<file path="src/rtl/key_debouncer_pkg.sv">
// Shared types and default timing for the keypad debouncer.
// The defaults assume a 48 MHz system clock.
package key_debouncer_pkg;

    // Debouncer control states. All four 2-bit encodings are in use.
    typedef enum logic [1:0] {
        IDLE        = 2'd0,
        DEB_PRESS   = 2'd1,
        HELD        = 2'd2,
        DEB_RELEASE = 2'd3
    } deb_state_t;

    // Default timing constants at 48 MHz.
    localparam int unsigned DEF_DEBOUNCE_CYCLES = 240_000;    // 5 ms
    localparam int unsigned DEF_REPEAT_DELAY    = 24_000_000; // 500 ms
    localparam int unsigned DEF_REPEAT_PERIOD   = 4_800_000;  // 100 ms

    // Largest of three cycle counts. Used to size the shared timer.
    function automatic int unsigned max3(input int unsigned a,
                                         input int unsigned b,
                                         input int unsigned c);
        int unsigned m;
        m = (a > b) ? a : b;
        return (m > c) ? m : c;
    endfunction

endpackage

</file>
<file path="src/rtl/deb_timer.sv">
// Saturating up-counter with synchronous clear and an equality hit flag.
// The debouncer shares a single instance between debounce and repeat timing.
module deb_timer #(
    parameter int unsigned W = 8
) (
    input  logic         clk,
    input  logic         reset,
    input  logic         clear,
    input  logic [W-1:0] target,
    output logic         hit
);

    localparam logic [W-1:0] COUNT_MAX = '1;

    logic [W-1:0] count;

    // Count up each cycle, stop at all-ones, restart from zero on clear.
    always_ff @(posedge clk or negedge reset) begin
        if (!reset) begin
            count <= '0;
        end else if (clear) begin
            count <= '0;
        end else if (count != COUNT_MAX) begin
            // NOTE: non-blocking so every register in the design updates from
            // the same pre-edge values, whichever always_ff runs first.
            count <= count + 1'b1;
        end
    end

    assign hit = (count == target);

endmodule

</file>
<file path="src/rtl/key_debouncer.sv">
// Keypad debouncer: qualifies key_pressed plus code_in and emits one
// code_valid strobe per physical press, with held/released status.
// Optional auto-repeat while held is enabled by defining the macro
// KEY_DEBOUNCER_REPEAT_EN; without it no repeat logic is built.
module key_debouncer
    import key_debouncer_pkg::*;
#(
    parameter int unsigned CODE_W          = 4,
    parameter int unsigned DEBOUNCE_CYCLES = DEF_DEBOUNCE_CYCLES,
    parameter int unsigned REPEAT_DELAY    = DEF_REPEAT_DELAY,
    parameter int unsigned REPEAT_PERIOD   = DEF_REPEAT_PERIOD
) (
    input  logic              clk,
    input  logic              reset,
    input  logic              key_pressed,
    input  logic [CODE_W-1:0] code_in,
    output logic [CODE_W-1:0] code_out,
    output logic              code_valid,
    output logic              key_held,
    output logic              key_released
);

    localparam int unsigned CNT_W =
        $clog2(max3(DEBOUNCE_CYCLES, REPEAT_DELAY, REPEAT_PERIOD));
    localparam logic [CNT_W-1:0] DEB_LAST = CNT_W'(DEBOUNCE_CYCLES - 1);
`ifdef KEY_DEBOUNCER_REPEAT_EN
    localparam logic [CNT_W-1:0] REP_DELAY_LAST  = CNT_W'(REPEAT_DELAY - 1);
    localparam logic [CNT_W-1:0] REP_PERIOD_LAST = CNT_W'(REPEAT_PERIOD - 1);
`endif

    deb_state_t        state;
    logic [CODE_W-1:0] cand;
    logic              code_changed;
    logic              timer_clear;
    logic [CNT_W-1:0]  timer_target;
    logic              timer_hit;
`ifdef KEY_DEBOUNCER_REPEAT_EN
    logic              repeated;     // first repeat already issued this hold
`endif

    assign code_changed = (code_in != cand);

    deb_timer #(
        .W (CNT_W)
    ) u_timer (
        .clk    (clk),
        .reset  (reset),
        .clear  (timer_clear),
        .target (timer_target),
        .hit    (timer_hit)
    );

    // Timer control: clear on every state entry, window restart and repeat.
    always_comb begin
        // NOTE: defaults first so every path assigns both outputs and no
        // latch is inferred.
        timer_clear  = 1'b0;
        timer_target = DEB_LAST;
        case (state)
            IDLE:        timer_clear = 1'b1;
            DEB_PRESS:   timer_clear = !key_pressed || code_changed || timer_hit;
            HELD: begin
`ifdef KEY_DEBOUNCER_REPEAT_EN
                timer_target = repeated ? REP_PERIOD_LAST : REP_DELAY_LAST;
                timer_clear  = !key_pressed || timer_hit;
`else
                timer_clear  = !key_pressed;
`endif
            end
            DEB_RELEASE: timer_clear = key_pressed || timer_hit;
            default:     timer_clear = 1'b1;
        endcase
    end

    // Control FSM with registered strobes, status and accepted code.
    always_ff @(posedge clk or negedge reset) begin
        if (!reset) begin
            state        <= IDLE;
            cand         <= '0;
            code_out     <= '0;
            code_valid   <= 1'b0;
            key_held     <= 1'b0;
            key_released <= 1'b0;
`ifdef KEY_DEBOUNCER_REPEAT_EN
            repeated     <= 1'b0;
`endif
        end else begin
            code_valid   <= 1'b0;
            key_released <= 1'b0;
            case (state)
                IDLE: begin
                    if (key_pressed) begin
                        state <= DEB_PRESS;
                        cand  <= code_in;
                    end
                end
                DEB_PRESS: begin
                    // A dropout beats a code change, which beats acceptance.
                    if (!key_pressed) begin
                        state <= IDLE;
                    end else if (code_changed) begin
                        cand <= code_in;
                    end else if (timer_hit) begin
                        state      <= HELD;
                        code_out   <= cand;
                        code_valid <= 1'b1;
                        key_held   <= 1'b1;
`ifdef KEY_DEBOUNCER_REPEAT_EN
                        repeated   <= 1'b0;
`endif
                    end
                end
                HELD: begin
                    if (!key_pressed) begin
                        state <= DEB_RELEASE;
                    end
`ifdef KEY_DEBOUNCER_REPEAT_EN
                    else if (timer_hit) begin
                        code_valid <= 1'b1;
                        repeated   <= 1'b1;
                    end
`endif
                end
                DEB_RELEASE: begin
                    if (key_pressed) begin
                        state    <= HELD;
`ifdef KEY_DEBOUNCER_REPEAT_EN
                        repeated <= 1'b0;
`endif
                    end else if (timer_hit) begin
                        state        <= IDLE;
                        key_held     <= 1'b0;
                        key_released <= 1'b1;
                    end
                end
                default: begin
                    state    <= IDLE;
                    key_held <= 1'b0;
                end
            endcase
        end
    end

endmodule
</file>
<file path="config.mk">
export PLATFORM = sky130hd
export DESIGN_NAME = key_debouncer
export DESIGN_NICKNAME = d
export VERILOG_FILES = /design/src/rtl/key_debouncer_pkg.sv /design/src/rtl/deb_timer.sv /design/src/rtl/key_debouncer.sv
export SDC_FILE = /design/constraint.sdc
export NUM_CORES = 1
export LEC_CHECK = 0
export CAP_MARGIN = 40
export CORE_MARGIN = 4
export CORE_UTILIZATION = 47
export CTS_CLUSTER_DIAMETER = 200
export CTS_CLUSTER_SIZE = 16
export DETAILED_ROUTE_END_ITERATION = 7
export PLACE_DENSITY_LB_ADDON = 0.2
export REMOVE_ABC_BUFFERS = 1
export SETUP_SLACK_MARGIN = 0.2
export SLEW_MARGIN = 5
export SYNTH_ARGS = -nofsm -noshare
export SYNTH_HDL_FRONTEND = slang
export SYNTH_SLANG_ARGS = --single-unit
</file>
<file path="constraint.sdc">
create_clock -name clk -period 2.06 [get_ports clk]
set_input_delay 0.412 -clock clk [delete_from_list [all_inputs] [get_ports clk]]
set_output_delay 0.412 -clock clk [all_outputs]
set_load 0.01 [all_outputs]
</file>
Word level (Yosys, flattened, before mapping) --
Cells that the tools add are included.
Storage, ports and cells: bits in registers 38, input bits 7, word-level logic and storage cells 65
Cells by class: add/subtract/negate cells 1, equality and inequality tests 17, mux-type cells 27, bitwise gates (word level) 1, reductions and logical operators 12
Operators with widths (number):
- 25-bit 2-to-1 mux | 2
- 25-bit by 1-bit adder with 25-bit output, second input constant | 1
- 25-bit by 18-bit equality test with 1-bit output, second input constant | 1
- 25-bit inequality test, second input constant | 1
- 2-bit inequality test, second input constant | 8
- 2-bit 2-to-1 mux | 7
- 4-bit 2-to-1 mux | 3
- 1-bit 2-to-1 mux | 11
- 3-bit inequality test, second input constant | 3
- 2-bit one-hot mux with 4 select lines | 1
- 4-bit one-hot mux with 2 select lines | 1
- 4-bit AND reduction | 2
- 6-bit AND reduction | 1
- 2-bit nonzero test | 3
- 5-bit AND reduction | 1
- 2-bit equality test, second input constant | 2
- 4-bit inequality test | 1
- 1-bit one-hot mux with 4 select lines | 1
- 1-bit logical OR | 3
- 2-bit by 1-bit equality test with 1-bit output, second input constant | 1
- 2-bit zero test | 1
- 1-bit one-hot mux with 2 select lines | 1
- 1-bit zero test | 1
- 1-bit NOT | 1

Depth between registers and ports, before layout --
depth in word-level cells 5, mapped depth 8, depth with buffers taken out 6

Cells and area by module --
A second synthesis with hierarchy kept.
Unflattened totals: cell total of the unflattened synthesis 233, area, all modules 2214.6 um2
By module, submodules not included:
- deb_timer | times used 1, cells an instance 181, area an instance 1637.8 um2, sequential area each 625.6 um2
- key_debouncer | times used 1, cells an instance 52, area an instance 576.8 um2, sequential area each 325.3 um2

Worst setup path before layout --
OpenSTA, ideal clock, no wires.
path kind register to register, start register u_timer.count[12], end register u_timer.count[0], data arrival time 1.977 ns, path slack -0.044 ns, cell stages (with the launch flop) 7, buffers on the path 1, period minus slack after synthesis 2.104 ns, cells stage by stage dfrtp_1 -> or4_1 -> nor4_2 -> a311oi_1 -> o21ai_4 -> buf_4 -> a21oi_1
On the way: word-level cells in the longest chain between the ends 4, elaborated cells on any way between the ends 7, classes of those cells eq/ne (2); mux (2); reduce/logical (3)
RTL lines:
- start: declaration | RTL line deb_timer.sv:15 | logic [W-1:0] count;
- start signal: assignment | RTL line deb_timer.sv:26 | count <= count + 1'b1;
- 25-bit by 18-bit equality test with 1-bit output | RTL line deb_timer.sv:30 | assign hit = (count == target);
- 1-bit logical OR (on tied branches) | RTL line key_debouncer.sv:70, key_debouncer.sv:61
- 1-bit one-hot mux with 4 select lines | RTL line key_debouncer.sv:59 | case (state)
- 25-bit 2-to-1 mux / 2-bit nonzero test (equally long branches)
Parallel ways exist; a longest one is shown, timed or not. A chain may end at the register's enable or synchronous reset.

Worst setup path in the final report --
start register u_timer.count[7], end register u_timer.count[11]
On the way: word-level cells in the longest chain between the ends 4, elaborated cells on any way between the ends 9, classes of those cells add/sub (1); eq/ne (2); mux (3); reduce/logical (3)
RTL lines:
- parallel branches: the longest is 4 deep, another holds 25-bit by 1-bit adder with 25-bit output
Parallel ways; which one is timed is not known. The select of a mux whose other input is x is not followed.

==> results.yml <==
outcome:
  status: "finished, violations left"
  violations: "negative setup slack"
finish:
  syn_to_final_growth_pct: 31.3
  post-route-util_pct: 63.6
  layout_common_cells: "38 x dfrtp_1, 31 x buf_4, 17 x a21oi_1, 16 x xnor2_1"
  drive_above_1_share_pct: 32.4
  layoutNonFillerInstCount: 296
  nFillCells: 338
  final_nets: 252
  num_antenna_cells: 0
  final_common_cell: "dfrtp_1"
synthesis:
  synth_area_mm2: 0.00209
  yosys_warnings: 0
  ys_seq_area_share_pct: 45.4
  ys.flop_type: "dfrtp_1"
  ys_types: 51
  synth-edff-count: 0
  ys_ff_latch: 38
  syn-instance-count: 200
  synthArstFlopShare_pct: 100
  avgSynthCellArea_um2: 10.5
sta:
  setup_slack_ns: -0.0349
  slew_violations: 0
  finalSetupViolCount: 17
  fin_tns_setup_ns: -0.142
  period_share_pct: 102
  finalHoldViolCount: 0
  max_slew_margin_pct: 62.7
  worst_slew_pin_slew_ns: 0.546
  rsz0062_at_grt: "yes"
  period_needed_ns: 2.09
  max_freq_mhz: 477
  skew_ns: 0.0108
grt:
  busiest_layer: "met2"
  antenna_found_initial: 0
  grt_max_degree: 39
  gr-usage-met1_pct: 25.1
  grt_pass1_vias: 1792
  grt_util_all_layers_pct: 19.4
  grt_pass1_wl_mm: 8.35
  met3_usage_pct: 4.54
  grt_remaining_overflow: 0
  use_met2_pct: 31.5
floorplan:
  num_rows: 24
  die_y_um: 74.7
  core_mm2: 0.00432
  ios: 14
  die_w_um: 74.7
  die_area_mm2: 0.00559
  initial_core_util_pct: 48.4
clocking:
  holdBufCountCts: 0
  cts_tree: "built"
  root_buffer: "clkbuf_8"
  clkSinkCount: 38
  htree_levels: 2
  cts_made_buffers: 5
  clk_pin_slew_ns: 0.07
  insertion_delay_ns: 0.29
  clk_path_buf_depth: 2
hold_path:
  hold_class: "reg2reg"
route:
  first_pass_iters: 5
  wire_per_inst_um: 16.4
  first_iter_violations: 69
  drtAntennaViolNets: 0
  drc: 0
  vias_per_cell: 5.97
  drt-total-wl_mm: 4.86
  via_count: 1766
critical_path:
  cp.required_ns: 2.23
  cp-end-kind: "flip-flop"
  critPathLaunchType: "flip-flop"
  path_max_fanout: 8
  path_class: "reg2reg"
  cp.arrival_ns: 2.26
power:
  internal_power_mw: 1.03
  p_per_area_mw_per_mm2: 489
  pwr-share-seq_pct: 57.1
  switching_share_pct: 23.1
  irDropWorstVdd_uv: 278
  p_comb_share_pct: 6.6
  power.leakage_nw: 1.10
  switchingPower_mw: 0.310
  clkPwrFrac_pct: 36.3
placement:
  dp.cells: 286
  dpl.hpwl_mm: 3.46
  place_congestion: 0.870
  port_buffers: 13
flow_run:
  cap_viol_max_count: 0
[worst max-delay path, cell delays in order, from the launching register on]
cell      delay (ns)
dfrtp_1         0.38
or4_4           0.57
nor4_4          0.35
a311oi_2        0.18
o21ai_4         0.23
buf_6           0.19
a221oi_2        0.08
[layer usage]
metal	wire, um	vias to the layer above	part of all wire [%]
met2	2350	37	48
met3	223	7	4.6
met5	0	-	0
li1	-	826	-
met4	77	0	1.6
met1	2210	896	45
[cells in the mapped netlist (all sizes together) (4+ instances only)]
| master | instances | area, um^2 |
|---|---|---|
| dfrtp | 38 | 951 |
| a21oi | 26 | 145 |
| xnor2 | 16 | 140 |
| nand3 | 15 | 80.1 |
| nand2 | 9 | 36.3 |
| buf | 8 | 50.0 |
| mux2 | 8 | 90.1 |
| xor2 | 7 | 61.3 |
| a2111oi | 6 | 63.8 |
| nand4 | 6 | 37.5 |
| nor2 | 6 | 22.5 |
| a211oi | 5 | 37.5 |
| inv | 5 | 18.8 |
| clkbuf | 4 | 16.3 |
| nor2b | 4 | 25.0 |
| nor4 | 4 | 46.3 |
| or4 | 4 | 33.8 |
[power by group through the flow]
stage                     combinational (mW)  sequential (mW)  clock (mW)
after floorplan                       0.0314            0.779           0
after global placement                0.0782            0.780           0
after detailed placement              0.0796            0.781           0
after CTS                             0.0856            0.767       0.500
after global routing                  0.0957            0.769       0.534
final                                 0.0881            0.767       0.488
[path summary, 6_finish.rpt]
kind                       slack [ns]                            end                         start  cells after the start
max in group asynchronous        1.18        code_out[0]$_DFFE_PN0P_                         reset                      2
max                             -0.03  u_timer.count[11]$_DFFE_PN0P_  u_timer.count[7]$_DFFE_PN0P_                      6
min in group asynchronous        0.54           key_held$_DFFE_PN0P_                         reset                      2
max reg2reg                     -0.03  u_timer.count[11]$_DFFE_PN0P_  u_timer.count[7]$_DFFE_PN0P_                      6
min                              0.51        code_out[0]$_DFFE_PN0P_       code_out[0]$_DFFE_PN0P_                      1
min reg2reg                      0.51        code_out[0]$_DFFE_PN0P_       code_out[0]$_DFFE_PN0P_                      1
[sequential cells by signal, indices dropped and copies added, names as in the netlist, named ones only]
signal and count:
cand 4, key_held 1, key_released 1, state 1, code_out 4, u_timer.count 25
code_valid 1
[cell type report]
type                    instances  area, um^2  area share [%]
flip-flops and latches         38         951            34.6
inverters                       5        18.8           0.683
clock buffers                   7        76.3            2.78
well taps                      52        65.1            2.37
multi-input cells             145        1190            43.2
repair buffers                 49         449            16.3
[logic make-up (layout without fill, tap and decap cells)]
kind of cell             count (synthesis)  after routing  share of synthesized area, %
multiplexers                            10             10                          5.26
adder cells (fa/ha/maj)                  1              1                         0.598
AND/OR/NAND/NOR                         63             63                          18.7
buffers and inverters                   17             61                          4.06
AO/OA/AOI/OAI                           48             48                          16.3
flip-flops                              38             38                          45.4
XOR/XNOR                                23             23                          9.62
[through the flow]
stage	setup WS [ns]	cell area (um^2)	total power, mW	hold WS, ns
floorplan	-0.753	2030	0.811	0.116
CTS	-0.0447	2700	1.35	0.513
finish	-0.0349	2750	1.34	0.510
detailed placement	-0.250	2500	0.861	0.498
global route	-0.121	2750	1.40	0.528
global placement	-0.140	2500	0.858	0.490
[timing repair]
action | 4_1_cts | 5_1_grt
endpoints found under the setup margin | 33 | 34
pin swaps | 15 | 6
setup buffers | 2 | 1
resized for setup | 24 | 7
(Power assumes the default switching activity.)
